[config.mk]
export PLATFORM = sky130hd
export DESIGN_NAME = alu_seq
export DESIGN_NICKNAME = d
export VERILOG_FILES = /design/src/rtl/alu_pkg.sv /design/src/rtl/alu_seq_mul.sv /design/src/rtl/alu_seq.sv
export SDC_FILE = /design/constraint.sdc
export NUM_CORES = 1
export LEC_CHECK = 0
export BUFFER_PORTS_ARGS = -buffer_cell sky130_fd_sc_hd__buf_2
export CORE_ASPECT_RATIO = 1.5
export CORE_UTILIZATION = 30
export DETAILED_ROUTE_END_ITERATION = 10
export GPL_ROUTABILITY_DRIVEN = 0
export PLACE_DENSITY = 0.52
export SYNTH_ARGS = -nofsm -noshare
export SYNTH_HDL_FRONTEND = slang
export SYNTH_SLANG_ARGS = --single-unit
[constraint.sdc]
create_clock -name CLK -period 7.26 [get_ports CLK]
set_input_delay 1.452 -clock CLK [delete_from_list [all_inputs] [get_ports CLK]]
set_output_delay 1.452 -clock CLK [all_outputs]
set_load 0.005 [all_outputs]
[src/rtl/alu_pkg.sv]
// Shared definitions for the sequential ALU: opcode map, flag bit positions, FSM encoding.
package alu_pkg;

    localparam int unsigned OP_W   = 4;
    localparam int unsigned FLAG_W = 4;

    // Opcode map, unchanged from the 8-bit registered ALU
    localparam logic [OP_W-1:0] ALU_ADD  = 4'h0;
    localparam logic [OP_W-1:0] ALU_SUB  = 4'h1;
    localparam logic [OP_W-1:0] ALU_MUL  = 4'h2;
    localparam logic [OP_W-1:0] ALU_SHL  = 4'h3;
    localparam logic [OP_W-1:0] ALU_SHR  = 4'h4;
    localparam logic [OP_W-1:0] ALU_INCA = 4'h5;
    localparam logic [OP_W-1:0] ALU_INCB = 4'h6;
    localparam logic [OP_W-1:0] ALU_DECA = 4'h7;
    localparam logic [OP_W-1:0] ALU_DECB = 4'h8;
    localparam logic [OP_W-1:0] ALU_EQ   = 4'h9;
    localparam logic [OP_W-1:0] ALU_GT   = 4'hA;
    localparam logic [OP_W-1:0] ALU_LT   = 4'hB;
    localparam logic [OP_W-1:0] ALU_OR0  = 4'hC;
    localparam logic [OP_W-1:0] ALU_AND  = 4'hD;
    localparam logic [OP_W-1:0] ALU_XOR  = 4'hE;
    localparam logic [OP_W-1:0] ALU_PASS = 4'hF;

    // Bit positions inside OUT_FLAGS = {OVF,NEG,CARRY,ZERO}
    localparam int unsigned FLAG_Z = 0;
    localparam int unsigned FLAG_C = 1;
    localparam int unsigned FLAG_N = 2;
    localparam int unsigned FLAG_V = 3;

    typedef enum logic [1:0] {
        ST_IDLE = 2'd0,
        ST_MUL  = 2'd1,
        ST_DONE = 2'd2
    } state_t;

    // True for the opcodes that go through the shared adder/subtractor
    function automatic logic is_arith(input logic [OP_W-1:0] op);
        return (op == ALU_ADD)  || (op == ALU_SUB)  ||
               (op == ALU_INCA) || (op == ALU_INCB) ||
               (op == ALU_DECA) || (op == ALU_DECB);
    endfunction

endpackage

[src/rtl/alu_seq_mul.sv]
// Iterative unsigned shift-add multiplier: one multiplier bit per cycle, WIDTH cycles per product.
// o_done_c / o_prod_c are combinational: o_prod_c holds the finished product in the cycle o_done_c is high.
module alu_seq_mul
    import alu_pkg::*;
#(
    parameter int unsigned WIDTH = 8
) (
    input  logic                 i_clk,
    input  logic                 i_rst,
    input  logic                 i_start,
    input  logic [WIDTH-1:0]     i_a,
    input  logic [WIDTH-1:0]     i_b,
    output logic                 o_busy,
    output logic                 o_done_c,
    output logic [2*WIDTH-1:0]   o_prod_c
);

    localparam int unsigned CNT_W = (WIDTH > 1) ? $clog2(WIDTH) : 1;

    logic [WIDTH-1:0]   r_mcand;
    logic [2*WIDTH-1:0] r_acc;
    logic [CNT_W-1:0]   r_cnt;
    logic               r_busy;

    logic [WIDTH:0]     w_sum;
    logic [2*WIDTH-1:0] w_acc_next;
    logic               w_last;

    // One shift-add step: the multiplier sits in the low half and is consumed LSB first
    always_comb begin
        w_sum      = {1'b0, r_acc[2*WIDTH-1:WIDTH]} + (r_acc[0] ? {1'b0, r_mcand} : '0);
        w_acc_next = {w_sum, r_acc[WIDTH-1:1]};
        w_last     = r_busy && (r_cnt == CNT_W'(WIDTH - 1));
    end

    // Operand load on start, then WIDTH iterations
    always_ff @(posedge i_clk) begin
        if (i_rst) begin
            r_mcand <= '0;
            r_acc   <= '0;
            r_cnt   <= '0;
            r_busy  <= 1'b0;
        end else if (i_start) begin
            r_mcand <= i_a;
            r_acc   <= {{WIDTH{1'b0}}, i_b};
            r_cnt   <= '0;
            r_busy  <= 1'b1;
        end else if (r_busy) begin
            r_acc <= w_acc_next;
            r_cnt <= r_cnt + CNT_W'(1);
            if (w_last) begin
                r_busy <= 1'b0;
            end
        end
    end

    assign o_busy   = r_busy;
    assign o_done_c = w_last;
    assign o_prod_c = w_acc_next;

endmodule

[src/rtl/alu_seq.sv]
// Sequential ALU with valid/ready handshakes, status flags and an iterative multiplier.
// Optional build macro ALU_SATURATE_EN: add/sub/inc/dec clamp unsigned instead of wrapping.
module alu_seq
    import alu_pkg::*;
#(
    parameter int unsigned WIDTH    = 8,
    parameter bit          MUL_FULL = 1'b1
) (
    input  logic               CLK,
    input  logic               RESET,
    input  logic [WIDTH-1:0]   IN_A,
    input  logic [WIDTH-1:0]   IN_B,
    input  logic [OP_W-1:0]    ALU_Op_Code,
    input  logic               IN_VALID,
    output logic               IN_READY,
    output logic [WIDTH-1:0]   OUT_RESULT,
    output logic [WIDTH-1:0]   OUT_RESULT_HI,
    output logic [FLAG_W-1:0]  OUT_FLAGS,
    output logic               OUT_VALID,
    input  logic               OUT_READY
);

    state_t             r_state;
    logic [WIDTH-1:0]   r_result;
    logic [WIDTH-1:0]   r_result_hi;
    logic [FLAG_W-1:0]  r_flags;
    logic               r_valid;

    logic               w_accept;
    logic               w_mul_start;
    logic               w_mul_busy;
    logic               w_mul_done;
    logic [2*WIDTH-1:0] w_prod;

    logic [WIDTH-1:0]   w_x;
    logic [WIDTH-1:0]   w_y;
    logic               w_sub;
    logic               w_arith;
    logic [WIDTH:0]     w_sum;
    logic               w_arith_ovf;
    logic [WIDTH-1:0]   w_res;
    logic               w_carry;
    logic               w_ovf;
    logic [FLAG_W-1:0]  w_flags;
    logic [FLAG_W-1:0]  w_mul_flags;

    // Handshake: a new command may enter while idle or while the held result retires
    always_comb begin
        IN_READY    = (r_state == ST_IDLE) || ((r_state == ST_DONE) && OUT_READY);
        w_accept    = IN_VALID && IN_READY;
        w_mul_start = w_accept && (ALU_Op_Code == ALU_MUL);
    end

    alu_seq_mul #(
        .WIDTH (WIDTH)
    ) u_mul (
        .i_clk    (CLK),
        .i_rst    (RESET),
        .i_start  (w_mul_start),
        .i_a      (IN_A),
        .i_b      (IN_B),
        .o_busy   (w_mul_busy),
        .o_done_c (w_mul_done),
        .o_prod_c (w_prod)
    );

    // Operand steering for the shared adder/subtractor
    always_comb begin
        w_x     = IN_A;
        w_y     = IN_B;
        w_sub   = 1'b0;
        w_arith = is_arith(ALU_Op_Code);
        case (ALU_Op_Code)
            ALU_SUB:  w_sub = 1'b1;
            ALU_INCA: w_y   = WIDTH'(1);
            ALU_INCB: begin
                w_x = IN_B;
                w_y = WIDTH'(1);
            end
            ALU_DECA: begin
                w_y   = WIDTH'(1);
                w_sub = 1'b1;
            end
            ALU_DECB: begin
                w_x   = IN_B;
                w_y   = WIDTH'(1);
                w_sub = 1'b1;
            end
            default: ;
        endcase
        // Bit WIDTH is carry-out on add and borrow on subtract
        w_sum = w_sub ? ({1'b0, w_x} - {1'b0, w_y}) : ({1'b0, w_x} + {1'b0, w_y});
        w_arith_ovf = w_sub ? ((w_x[WIDTH-1] != w_y[WIDTH-1]) && (w_sum[WIDTH-1] != w_x[WIDTH-1]))
                            : ((w_x[WIDTH-1] == w_y[WIDTH-1]) && (w_sum[WIDTH-1] != w_x[WIDTH-1]));
    end

    // Single-cycle result and raw carry/overflow selection
    always_comb begin
        w_res   = '0;
        w_carry = 1'b0;
        w_ovf   = 1'b0;
        case (ALU_Op_Code)
            ALU_ADD, ALU_SUB, ALU_INCA, ALU_INCB, ALU_DECA, ALU_DECB: begin
                w_res   = w_sum[WIDTH-1:0];
                w_carry = w_sum[WIDTH];
                w_ovf   = w_arith_ovf;
            end
            ALU_SHL: begin
                w_res   = {IN_A[WIDTH-2:0], 1'b0};
                w_carry = IN_A[WIDTH-1];
            end
            ALU_SHR: begin
                w_res   = {1'b0, IN_A[WIDTH-1:1]};
                w_carry = IN_A[0];
            end
            ALU_EQ:   w_res = WIDTH'(IN_A == IN_B);
            ALU_GT:   w_res = WIDTH'(IN_A > IN_B);
            ALU_LT:   w_res = WIDTH'(IN_A < IN_B);
            ALU_OR0:  w_res = WIDTH'(IN_A[0] | IN_B[0]);
            ALU_AND:  w_res = IN_A & IN_B;
            ALU_XOR:  w_res = IN_A ^ IN_B;
            ALU_PASS: w_res = IN_A;
            default:  w_res = '0;
        endcase
`ifdef ALU_SATURATE_EN
        // Clamp on unsigned overflow/underflow; carry and overflow keep the raw condition
        if (w_arith && w_sum[WIDTH]) begin
            w_res = w_sub ? '0 : '1;
        end
`endif
    end

    // Flag vectors for the single-cycle result and for the multiplier product
    always_comb begin
        w_flags         = '0;
        w_flags[FLAG_Z] = (w_res == '0);
        w_flags[FLAG_C] = w_carry;
        w_flags[FLAG_N] = w_res[WIDTH-1];
        w_flags[FLAG_V] = w_ovf;

        w_mul_flags         = '0;
        w_mul_flags[FLAG_Z] = (w_prod[WIDTH-1:0] == '0);
        w_mul_flags[FLAG_C] = (w_prod[2*WIDTH-1:WIDTH] != '0);
        w_mul_flags[FLAG_N] = w_prod[WIDTH-1];
    end

    // Control FSM and output register; results are held until OUT_READY retires them
    always_ff @(posedge CLK) begin
        if (RESET) begin
            r_state     <= ST_IDLE;
            r_result    <= '0;
            r_result_hi <= '0;
            r_flags     <= '0;
            r_valid     <= 1'b0;
        end else begin
            case (r_state)
                ST_IDLE, ST_DONE: begin
                    if (w_accept) begin
                        if (ALU_Op_Code == ALU_MUL) begin
                            r_valid <= 1'b0;
                            r_state <= ST_MUL;
                        end else begin
                            r_result    <= w_res;
                            r_result_hi <= '0;
                            r_flags     <= w_flags;
                            r_valid     <= 1'b1;
                            r_state     <= ST_DONE;
                        end
                    end else if ((r_state == ST_DONE) && OUT_READY) begin
                        r_valid <= 1'b0;
                        r_state <= ST_IDLE;
                    end
                end
                ST_MUL: begin
                    if (w_mul_done) begin
                        r_result    <= w_prod[WIDTH-1:0];
                        r_result_hi <= MUL_FULL ? w_prod[2*WIDTH-1:WIDTH] : '0;
                        r_flags     <= w_mul_flags;
                        r_valid     <= 1'b1;
                        r_state     <= ST_DONE;
                    end else if (!w_mul_busy) begin
                        r_state <= ST_IDLE;
                    end
                end
                default: begin
                    r_valid <= 1'b0;
                    r_state <= ST_IDLE;
                end
            endcase
        end
    end

    assign OUT_RESULT    = r_result;
    assign OUT_RESULT_HI = r_result_hi;
    assign OUT_FLAGS     = r_flags;
    assign OUT_VALID     = r_valid;

endmodule

### After elaboration in Yosys (flattened, before gate mapping)

Cells that the tools add are included.

* flip-flop bits (word level): 51
* bits in latches: 0
* memory bits (writable): 0
* bits in read-only memories: 0
* input port bits: 24
* output and inout port bits: 22
* word-level logic and storage cells: 106
* memories: 0

* add/sub/neg operators: 4
* $mul: 0
* div/mod/pow operators: 0
* magnitude comparators: 2
* eq/ne operators: 27
* shift-type cells: 0
* muxes and demuxes: 37
* bitwise logic cells: 3
* reductions and logical operators: 23

Operators by type and width (number)
* $mux W8: 11
* $pmux W8 S10: 1
* $eq A4 B4 Y1 const B: 8
* $pmux W8 S2: 2
* $add A8 B8 Y9: 2
* $eq A4 B3 Y1 const B: 4
* $logic_not A8 Y1: 2
* $mux W4: 3
* $mux W1: 10
* $mux W2: 5
* $mux W9: 1
* $sub A8 B8 Y9: 1
* $and A8 B8 Y8: 1
* $eq A4 B2 Y1 const B: 2
* $eq A8 B8 Y1: 1
* $gt A8 B8 Y1: 1
* $lt A8 B8 Y1: 1
* $pmux W4 S2: 1
* $reduce_bool A8 Y1: 1
* $xor A8 B8 Y8: 1
* $logic_and A1 B1 Y1: 6
* $reduce_or A2 Y1: 3
* $reduce_or A6 Y1: 1
* $eq A4 B1 Y1 const B: 1
* other kinds (22): 26

### Depth between registers and ports, before layout

Gate-level depths: netlist of run 1.

* depth after elaboration: 12
* mapped depth: 16
* depth with buffers taken out: 13

### Hierarchy

A second synthesis of run 1 with hierarchy kept.

* cells, all modules: 578
* area total of the unflattened synthesis: 4375.4 sq um

Modules (own cells, without submodules)
* alu_seq: times used 1, cells an instance 387, area each 2766.4 sq um, sequential area each 440.4 sq um
* alu_seq_mul: times used 1, cells an instance 191, area each 1609.0 sq um, sequential area each 560.5 sq um

### Worst setup path before layout of run 1

OpenSTA, ideal clock, no wires.

* kind: input -> register
* from: input ALU_Op_Code[0]
* to: register r_flags[0] (netlist: OUT_FLAGS[0])
* setup time: 112 ps
* arrival time: 5054 ps
* data required time: 7148 ps
* slack: 2094 ps
* cell stages on the path: 16
* buffers on the path: 3
* cell sequence: clkbuf_1 -> buf_1 -> xnor2_1 -> o32a_1 -> clkbuf_1 -> a21boi_0 -> nor2_1 -> a311oi_1 -> inv_1 -> ha_1 -> and2_1 -> o2111a_1 -> or4_4 -> a2111oi_1 -> nor4_1 -> a2111oi_1

* cells in the longest elaborated chain, start to end: 10
* elaborated cells between the ends (all ways): 33
* classes of those cells: add/sub: 2; eq/ne: 16; mux: 8; reduce/logical: 7

RTL lines
* start, declared: line alu_seq.sv:13 `input logic [OP_W-1:0] ALU_Op_Code,`
* $eq A4 B3 Y1 or $eq A4 B4 Y1 (tied branches): line alu_seq.sv:73, alu_seq.sv:102
* $reduce_or A4 Y1 (no line) or $reduce_or A2 Y1 (tied branches)
* $mux W8: line alu_seq.sv:73 `case (ALU_Op_Code)`
* $add A8 B8 Y9 or $sub A8 B8 Y9 (tied branches): line alu_seq.sv:92 `w_sum = w_sub ? ({1'b0, w_x} - {1'b0, w_y}) : ({1'b0, w_x} + {1'b0, w_y});`
* $mux W9: line alu_seq.sv:92
* $pmux W8 S10: line alu_seq.sv:102 `case (ALU_Op_Code)`
* $logic_not A8 Y1: line alu_seq.sv:136 `w_flags[FLAG_Z] = (w_res == '0);`
* $mux W4: line alu_seq.sv:159 `if (ALU_Op_Code == ALU_MUL) begin`
* $mux W4: line alu_seq.sv:158 `if (w_accept) begin`
* $pmux W4 S2: line alu_seq.sv:156 `case (r_state)`
* end signal, assigned: line alu_seq.sv:165 `r_flags <= w_flags;`
* end signal, assigned: line alu_seq.sv:178 `r_flags <= w_mul_flags;`
* end, declared: line alu_seq.sv:26 `logic [FLAG_W-1:0] r_flags;`

Parallel ways exist; a longest one is shown, timed or not. The select of a mux whose other input is x is not followed.
A chain may end at the register's enable or synchronous reset.

### Worst setup path after layout of run 1

Same ends and word-level chain as after synthesis.

==> metrics, run 1 <==
outcome completed; fin cells 726; Power Density 163 nW/um^2; synthesized area per cell 7.50 um^2; most common cell in the netlist nor2_1; CTS H-tree depth 2; critical path, cell by cell buf_2 -> or4b_4 -> o21a_1 -> a21boi_0 -> nor2_1 -> a311oi_1 -> inv_1 -> ha_1 -> and2_1 -> o2111a_1 -> or4_4 -> a2111oi_1 -> nor4_1 -> a2111oi_1; Clk Latency, worst-skew pair 0.29 ns; Reg clk slew, reported paths 0.07 ns; final wirelength between 10 and 15 mm; setup bufs post-CTS 0; Worst Hold Class reg -> reg; Top FF cell, synth dfxtp_1; # fillers 1,402; placed inst area between 4000 and 5000 um^2; Routed WL per cell ~17 um; initial antenna violation count 0; largest net degree at the start of global routing 42; Port Buffers 45; overall die height 145 um; Max Transition Viols Final 0; Post-DP HPWL 9.73 mm; layout cells sized above 1 10.9%; register area share after synthesis 24.6%; Max Cap Viol 0; Post-synth top cells nor2_1, nand2_1, dfxtp_1; type of origin of the critical path primary input; Worst path slowest cell or4b_4; number of global-route vias before repair 3,858; crit end category register; asr flop ratio synth 0%; worst rel slew slack 23.6%; YS warnings 0; final hold violations 0; post-route cell area 4540 um^2; crit-path most repeated cell a2111oi_1; critical path fanouts, max 30; global router's overall resource usage 18.3%; first drt pass iteration count 5; CTS tree yes; share of the synthesized area in the top cell type about 25%; Leak 1.83 nW; CP arrival 5.31 ns; unrepaired setup endpoints after global routing no; worst-margin pin slew 1.14 ns; cell count after synthesis 542; Via-to-Cell Ratio 5.62; worst r2r src u_mul.r_acc[0]$_SDFFE_PP0P_; die width 97.0 um; antenna viol nets, final 0; clock root cell clkbuf_16; hold_buf cts 0; FP Rows 51; vias ~4,100; top post-synthesis cells by area dfxtp_1, ha_1, nor2_1, a21oi_1, nand2_1; Iteration-0 DRC Markers 272; Yosys cell types 64; Initial Util 31.1%; Hold Startpoint OUT_RESULT_HI[7]$_SDFFE_PP0P_; mapped cell area 4070 um^2; drc violations 0; Bufs on Longest Clock Path 2; TNS Setup 0 ns; Synthesized Nets 603; # setup viols final 0; CTS buffer count 5; VDD IR max about 0.08 mV; period utilization between 70 and 80%; diode count 0; post-cts gate resize count 0; die area 14,000 um^2; CP peak stage delay 0.62 ns; #FFs+latches synth 50; Finished Core Util 34.7%; CTS Sinks 50; core box area 13,100 um^2; Synth area leader dfxtp_1; Worst Setup SP ALU_Op_Code[0]; critical setup path kind in -> reg; P&R area growth vs syn 11.7%; number of I/O pins 46; nets@finish 627; dpl cells 718; first-pass GRT wire length 20.3 mm; post-layout min period roughly 5 ns; Worst Path Required 7.45 ns; Max Clk Rate about 190 MHz; number of synthesized flops with an enable pin 0; Clock Skews 0.00656 ns; total gr overflow 0
==> logic make-up after synthesis <==
| family | count (synthesis) | share of synthesized area, % |
|---|---|---|
| AOI/OAI and AO/OA | 157 | 25.5 |
| xor gates and xnor gates | 12 | 2.59 |
| adders and majority gates | 37 | 11.8 |
| buffers and inverters | 55 | 5.36 |
| DFF | 50 | 24.6 |
| muxes | 20 | 4.96 |
| and+or+nand+nor | 211 | 25.3 |
==> critical path: cells and delay by family <==
kind / cells / cell delay [ns]
buf+inv: 2 / 0.36
fa+ha+maj: 1 / 0.27
compound gates: 6 / 1.82
simple gates: 5 / 1.41
==> stage by stage <==
stage	hold WS [ns]	setup WS [ns]	total power [mW]
floorplan	0.432	2.09	0.440
global placement	0.440	1.92	0.505
detailed placement	0.446	1.84	0.507
CTS	0.454	2.14	0.749
global route	0.468	1.85	0.785
finish	0.454	2.13	0.742
==> cell usage in the layout (no fill, tap or decap), drive strengths merged, types with 16 or more instances in the layout <==
master  Yosys  layout
nor2       66      66
nand2      54      54
dfxtp      50      50
buf         4      48
a21oi      42      42
ha         35      35
o21ai      33      33
inv        23      23
mux2i      19      19
nand3      16      16
==> state kept, by name (all words and copies together) (netlist names) <==
| signal | cells |
|---|---|
| u_mul.r_acc | 16 |
| OUT_RESULT_HI | 8 |
| u_mul.r_mcand | 8 |
| OUT_RESULT | 7 |
| OUT_FLAGS | 4 |
| u_mul.r_cnt | 3 |
| r_state | 2 |
| OUT_VALID | 1 |
| u_mul.o_busy | 1 |
==> power by group <==
group / internal (mW) / total [mW] / switching (mW)
clock network: 0.137 / 0.240 / 0.103
logic: 0.0800 / 0.214 / 0.134
registers: 0.283 / 0.289 / 0.00571
total: 0.500 / 0.742 / 0.243
==> layout make-up <==
| class | instances | area (um^2) | area share (%) |
|---|---|---|---|
| clock inverters | 2 | 12.5 | 0.275 |
| flip-flops and latches | 50 | 1000 | 22.0 |
| multi-input cells | 437 | 2850 | 62.8 |
| inverters | 24 | 90.1 | 1.98 |
| repair buffers | 48 | 248 | 5.45 |
| clock buffers | 6 | 139 | 3.06 |
| well taps | 159 | 199 | 4.38 |
==> routing by layer <==
metal | global-route usage [%] | part of all wire [%]
met5 | 0 | 0
met4 | 10.6 | 4.4
met3 | 2.03 | 4.5
met2 | 33.3 | 51
met1 | 20.8 | 40
==> final timing paths <==
| path | endpoint | slack (ns) | cells past startpoint |
|---|---|---|---|
| setup / recovery | OUT_FLAGS[0]$_SDFFE_PP0P_ | 2.13 | 14 |
| hold reg to reg | OUT_RESULT_HI[7]$_SDFFE_PP0P_ | 0.45 | 2 |
| setup reg to reg | OUT_FLAGS[1]$_SDFFE_PP0P_ | 4.30 | 11 |
| hold / removal | OUT_RESULT_HI[7]$_SDFFE_PP0P_ | 0.45 | 2 |
Note: power is estimated with default switching activity, not from simulation.
==> inputs of run 2 (changes only) <==
==> constraint.sdc (replaced) <==
create_clock -name CLK -period 5.2 [get_ports CLK]
set_input_delay 1.04 -clock CLK [delete_from_list [all_inputs] [get_ports CLK]]
set_output_delay 1.04 -clock CLK [all_outputs]
set_load 0.005 [all_outputs]
==> run 2 against run 1 <==
  * Via count down 0.32%
  * Sequential share of layout area down 0.23 points
  * Final cell count up 0.55%
  * First-iteration DRC count down 35%
  * Utilization up 0.36 points
  * Global-route usage down 0.48 points
  * Setup slack worse by 1.5 ns
  * Critical path type unchanged
  * Highest routed layer unchanged
==> metrics, run 2 (synthesis results as in run 1) <==
critical setup path kind in -> reg; largest net degree at the start of global routing 42 (unchanged); highest-count cells in the layout ignoring fill and taps nor2_1, nand2_1, dfxtp_1; Initial Util 31.1% (unchanged); Max Clk Rate 221 MHz; hold_buf cts 0 (unchanged); Crit. path cell count 14 (unchanged); Iteration-0 DRC Markers 176 (-35%); global router's overall resource usage 17.9% (-0.48 points); initial antenna violation count 0 (unchanged); Worst Path Required 5.38 ns (-2.07 ns); Bufs on Longest Clock Path 2 (unchanged); antenna viol nets, final 0 (unchanged); Via-to-Cell Ratio 5.57 (-0.86%); layout cells sized above 1 11.6% (+0.62 points); FP Rows 51 (unchanged); most common cell after layout, fill and taps aside nor2_1; R2R Setup Slk 2.25 ns (-2.05 ns); die area 14,000 um^2 (unchanged); P&R area growth vs syn 12.9%; period utilization 87.2%; CTS H-tree depth 2 (unchanged); Worst Hold Class reg -> reg; Reg with most FFs u_mul.r_acc; TNS Setup 0 ns (unchanged); outcome completed; largest delay contributor family on the critical path compound AO/OA/AOI/OAI gates; crit end category register; critical path, cell by cell buf_2 -> or4b_4 -> o21a_1 -> a21boi_0 -> nor2_1 -> a311oi_1 -> inv_1 -> ha_1 -> and2_1 -> o2111a_1 -> or4_4 -> a2111oi_1 -> nor4_1 -> a2111oi_1; final hold violations 0 (unchanged); Worst Setup SP ALU_Op_Code[2]; Clk Latency, worst-skew pair 0.29 ns (about the same); setup bufs post-CTS 0 (unchanged); placed inst area 4420 um^2 (+0.68%); post-cts gate resize count 0 (unchanged); type of origin of the critical path primary input; worst r2r src u_mul.r_acc[0]$_SDFFE_PP0P_; final setup margin 0.667 ns (-1.46 ns); # setup viols final 0 (unchanged); Largest register FFs 16 (unchanged); CTS tree yes; number of I/O pins 46 (unchanged); Routed WL per cell 17.2 um (-1.4%); critical path endpoint OUT_FLAGS[0]$_SDFFE_PP0P_; total gr overflow 0 (unchanged); unrepaired setup endpoints after global routing no; Max Cap Viol 0 (unchanged); crit-path most repeated cell a2111oi_1; buffer and inverter count on the worst path 2 (unchanged); Power Density 234 nW/um^2 (+43%); final wirelength 12.6 mm (-0.88%); core box area 13,100 um^2 (unchanged); Post-DP HPWL 9.92 mm (+2.0%); reg2reg end OUT_FLAGS[1]$_SDFFE_PP0P_; Clock Skews 0.00488 ns (-0.00168 ns); diode count 0 (unchanged); vias 4,067 (-0.32%); drc violations 0 (unchanged); Max Transition Viols Final 0 (unchanged); Hold Startpoint OUT_RESULT[0]$_SDFFE_PP0P_; CTS Sinks 50 (unchanged); Reg clk slew, reported paths 0.07 ns (about the same); number of global-route vias before repair 3,864 (+0.16%); VDD IR max 0.108 mV (+35%); critical path fanouts, max 17 (-43%); clock root cell clkbuf_16; post-place setup slack 0.353 ns (-1.49 ns); post-route cell area 4590 um^2 (+1.0%); worst rel slew slack 22.6% (-1.0 points); # fillers 1,390 (-0.86%); worst-margin pin slew 1.15 ns (+0.0155 ns); post-layout min period 4.53 ns; nets@finish 631 (+0.64%); overall die height 145 um (unchanged); R2R cell count 11 (unchanged); Worst path slowest cell or4b_4; die width 97.0 um (unchanged); CP arrival 4.72 ns (-0.59 ns); first-pass GRT wire length 19.9 mm (-2.0%); first drt pass iteration count 5 (unchanged); CTS buffer count 5 (unchanged); Port Buffers 45 (unchanged); CP peak stage delay 0.55 ns (-0.07 ns); Leak 1.86 nW (+1.7%)
==> run 2: cell types whose count changed in the layout (fill, tap and decap cells not counted) <==
cell        delta
buf_4          +4
bufinv_16      +1
clkbuf_8       -1
clkinvlp_4     -1
inv_6          +1
==> run 2: tightest hold or removal path, stage by stage, from the launching register on <==
cell	delay (ns)
dfxtp_1	0.31
nand2_1	0.05
a21oi_1	0.05
==> run 2: how the worst min path moves through the flow <==
stage / depth (start not counted) / slack (ns) / end
2_1_floorplan: 2 / 0.43 / u_mul.r_mcand[0]$_SDFFE_PP0P_
3_3_place_gp: 2 / 0.44 / OUT_RESULT_HI[7]$_SDFFE_PP0P_
3_5_place_dp: 2 / 0.44 / OUT_RESULT[0]$_SDFFE_PP0P_
4_1_cts: 2 / 0.45 / OUT_RESULT[0]$_SDFFE_PP0P_
5_1_grt: 2 / 0.47 / u_mul.r_mcand[6]$_SDFFE_PP0P_
6_report: 2 / 0.45 / OUT_RESULT[0]$_SDFFE_PP0P_
==> run 2: cell type report <==
cell class | count | area [um^2] | area share [%]
inverters | 24 | 90.1 | 1.96
repair buffers | 52 | 278 | 6.05
clock buffers | 5 | 125 | 2.73
multi-input cells | 437 | 2850 | 62.2
well taps | 159 | 199 | 4.33
flip-flops and latches | 50 | 1000 | 21.8
clock inverters | 3 | 43.8 | 0.954
==> run 2: power by group <==
| group | leakage (nW) | switching, mW | total, mW | internal [mW] |
|---|---|---|---|---|
| clock | 0.0842 | 0.145 | 0.372 | 0.228 |
| sequential | 0.405 | 0.00766 | 0.403 | 0.395 |
| combinational | 1.37 | 0.186 | 0.300 | 0.114 |
| total | 1.86 | 0.338 | 1.08 | 0.737 |
==> run 2: metrics by stage <==
stage,power (mW),utilization [%],hold slack [ns],cells
6_report,1.08,35.1,0.454,730
3_3_place_gp,0.707,33.8,0.442,722
5_1_grt,1.13,35.1,0.472,730
3_5_place_dp,0.709,33.8,0.443,722
2_1_floorplan,0.614,-,0.432,542
4_1_cts,1.08,35.1,0.453,730
==> run 2: layer usage <==
layer  track usage, %  vias to the layer above  part of all wire (%)
met5                0                        -                     0
met4             10.8                        0                   5.7
met3             1.69                       40                   3.9
met2             33.2                      121                    51
met1             19.5                     1877                    40
li1                 -                     2029                     -
==> inputs of run 3 (changes only) <==
--- a/config.mk
+++ b/config.mk
@@ -10,7 +10,7 @@
 export CORE_UTILIZATION = 30
 export DETAILED_ROUTE_END_ITERATION = 10
 export GPL_ROUTABILITY_DRIVEN = 0
-export PLACE_DENSITY = 0.52
+export PLACE_DENSITY = 0.58
 export SYNTH_ARGS = -nofsm -noshare
 export SYNTH_HDL_FRONTEND = slang
 export SYNTH_SLANG_ARGS = --single-unit
==> run 3 against run 2 <==
  * Sequential power hardly changed
  * Final area unchanged
  * Register-to-register slack worse by 0.06 ns
  * Flip-flop and latch count is the same
  * Setup slack got worse by 0.17 ns
  * Maximum frequency is 3.7% lower
  * First-iteration DRC count rose by 22%
  * Routed wire length is 3.3% lower
  * Critical endpoint unchanged
  * Largest power group unchanged
  * Final cell count unchanged
  * Sequential share of layout area did not move
==> metrics, run 3 (synthesis results as in run 1) <==
post-cts gate resize count 0 (unchanged); CP arrival 4.89 ns (+0.17 ns); post-layout min period 4.71 ns (+0.173 ns); Post-DP HPWL 9.40 mm (-5.2%); Finished Core Util 35.1% (unchanged); clock root cell clkbuf_16; CTS Sinks 50 (unchanged); fin cells 730 (unchanged); first-pass GRT wire length 20.0 mm (+0.55%); P&R area growth vs syn 12.9% (unchanged); worst rel slew slack 37.5% (+15 points); diode count 0 (unchanged); Port Buffers 45 (unchanged); VDD IR max 0.153 mV (+41%); nets@finish 631 (unchanged); critical path, cell by cell buf_2 -> or4b_4 -> o21a_1 -> a21boi_0 -> nor2_1 -> a311oi_1 -> inv_1 -> ha_1 -> and2_1 -> o2111a_1 -> or4_4 -> a2111oi_1 -> nor4_1 -> a2111oi_1; CTS H-tree depth 2 (unchanged); combinational share of power 27.6% (-0.3 points); Initial Util 31.1% (unchanged); CTS tree yes; vias 4,133 (+1.6%); number of I/O pins 46 (unchanged); hold_buf cts 0 (unchanged); hold_ws 0.447 ns (-0.00657 ns); critical path fanouts, max 21 (+4); Via-to-Cell Ratio 5.66 (+1.6%); Max Cap Viol 0 (unchanged); Clock power frac 34.8% (+0.2 points); # setup viols final 0 (unchanged); Max Clk Rate 212 MHz (-3.7%); TNS Setup 0 ns (unchanged); Clock Skews 0.00659 ns (+0.00171 ns); crit-path most repeated cell a2111oi_1; FP Rows 51 (unchanged); dpl cells 722 (unchanged); CP peak stage delay 0.56 ns (about the same); number of global-route vias before repair 3,996 (+3.4%); global router's overall resource usage 17.7% (-0.14 points); P_int 736 uW (-0.12%); critical setup path kind in -> reg; total gr overflow 0 (unchanged); highest-count cells in the layout ignoring fill and taps nor2_1, nand2_1, dfxtp_1; CTS buffer count 5 (unchanged); final wirelength 12.1 mm (-3.3%); Iteration-0 DRC Markers 214 (+22%); Switching Fraction 31.4% (-0.058 points); Leak 1.86 nW (about the same); core box area 13,100 um^2 (unchanged); final setup margin 0.494 ns (-0.173 ns); Worst path slowest cell or4b_4; setup bufs post-CTS 0 (unchanged); overall die height 145 um (unchanged); Power Density 234 nW/um^2 (-0.21%); placed inst area 4420 um^2 (unchanged); Reg with most FFs u_mul.r_acc; Pwr Total 1.07 mW (-0.21%); drc violations 0 (unchanged); post-place setup slack 0.207 ns (-0.146 ns); outcome completed; antenna viol nets, final 0 (unchanged); die width 97.0 um (unchanged); final hold violations 0 (unchanged); Bufs on Longest Clock Path 2 (unchanged); first drt pass iteration count 5 (unchanged); Flop pwr share 37.6% (about the same); Reg clk slew, reported paths 0.07 ns (about the same); worst-margin pin slew 0.935 ns (-0.215 ns); largest net degree at the start of global routing 42 (unchanged); net switching power 337 uW (-0.39%); Largest register FFs 16 (unchanged); Max Transition Viols Final 0 (unchanged); post-route cell area 4590 um^2 (unchanged); die area 14,000 um^2 (unchanged); type of origin of the critical path primary input; Worst Hold Class reg -> reg; crit end category register; Clk Latency, worst-skew pair 0.29 ns (about the same); initial antenna violation count 0 (unchanged); layout cells sized above 1 11.6% (unchanged); unrepaired setup endpoints after global routing no; Routed WL per cell 16.6 um (-3.3%); Worst Path Required 5.38 ns (about the same); period utilization 90.5% (+3.3 points); most common cell after layout, fill and taps aside nor2_1
## run 3: cell counts in the layout (fill, tap and decap cells not counted)
No cell type changed its count.
## run 3: worst paths after layout
| kind | to | slack (ns) | depth (start not counted) | from |
|---|---|---|---|---|
| max | OUT_FLAGS[0]$_SDFFE_PP0P_ | 0.49 | 14 | ALU_Op_Code[3] |
| min | OUT_RESULT_HI[7]$_SDFFE_PP0P_ | 0.45 | 2 | OUT_RESULT_HI[7]$_SDFFE_PP0P_ |
| max reg2reg | OUT_FLAGS[1]$_SDFFE_PP0P_ | 2.19 | 11 | u_mul.r_acc[0]$_SDFFE_PP0P_ |
| min reg2reg | OUT_RESULT_HI[7]$_SDFFE_PP0P_ | 0.45 | 2 | OUT_RESULT_HI[7]$_SDFFE_PP0P_ |
## run 3: routing by layer
layer  share of wire, %  track usage [%]  vias up
li1                   -                -     2025
met1                 41             20.9     1923
met2                 50             31.8      156
met3                4.9             1.69       29
met4                4.1             9.03        0
met5                  0                0        -
## run 3: critical path: cells and delay by family
family          cells  cell delay [ns]
fa+ha+maj           1             0.29
simple gates        5             1.35
buf+inv             2             0.40
compound gates      6             1.81
## run 3: final cells by class
class	instances	area [um^2]
Fill cell	1374	8490
Timing Repair Buffer	52	278
Clock inverter	3	43.8
Clock buffer	5	125
Multi-Input combinational cell	437	2850
Tap cell	159	199
Sequential cell	50	1000
Inverter	24	90.1
## run 3: power by group through the flow
stage	clock, mW	sequential (mW)	combinational (mW)
floorplan	0	0.411	0.203
global placement	0	0.411	0.289
detailed placement	0	0.412	0.292
CTS	0.382	0.403	0.293
global route	0.396	0.405	0.329
finish	0.374	0.403	0.296
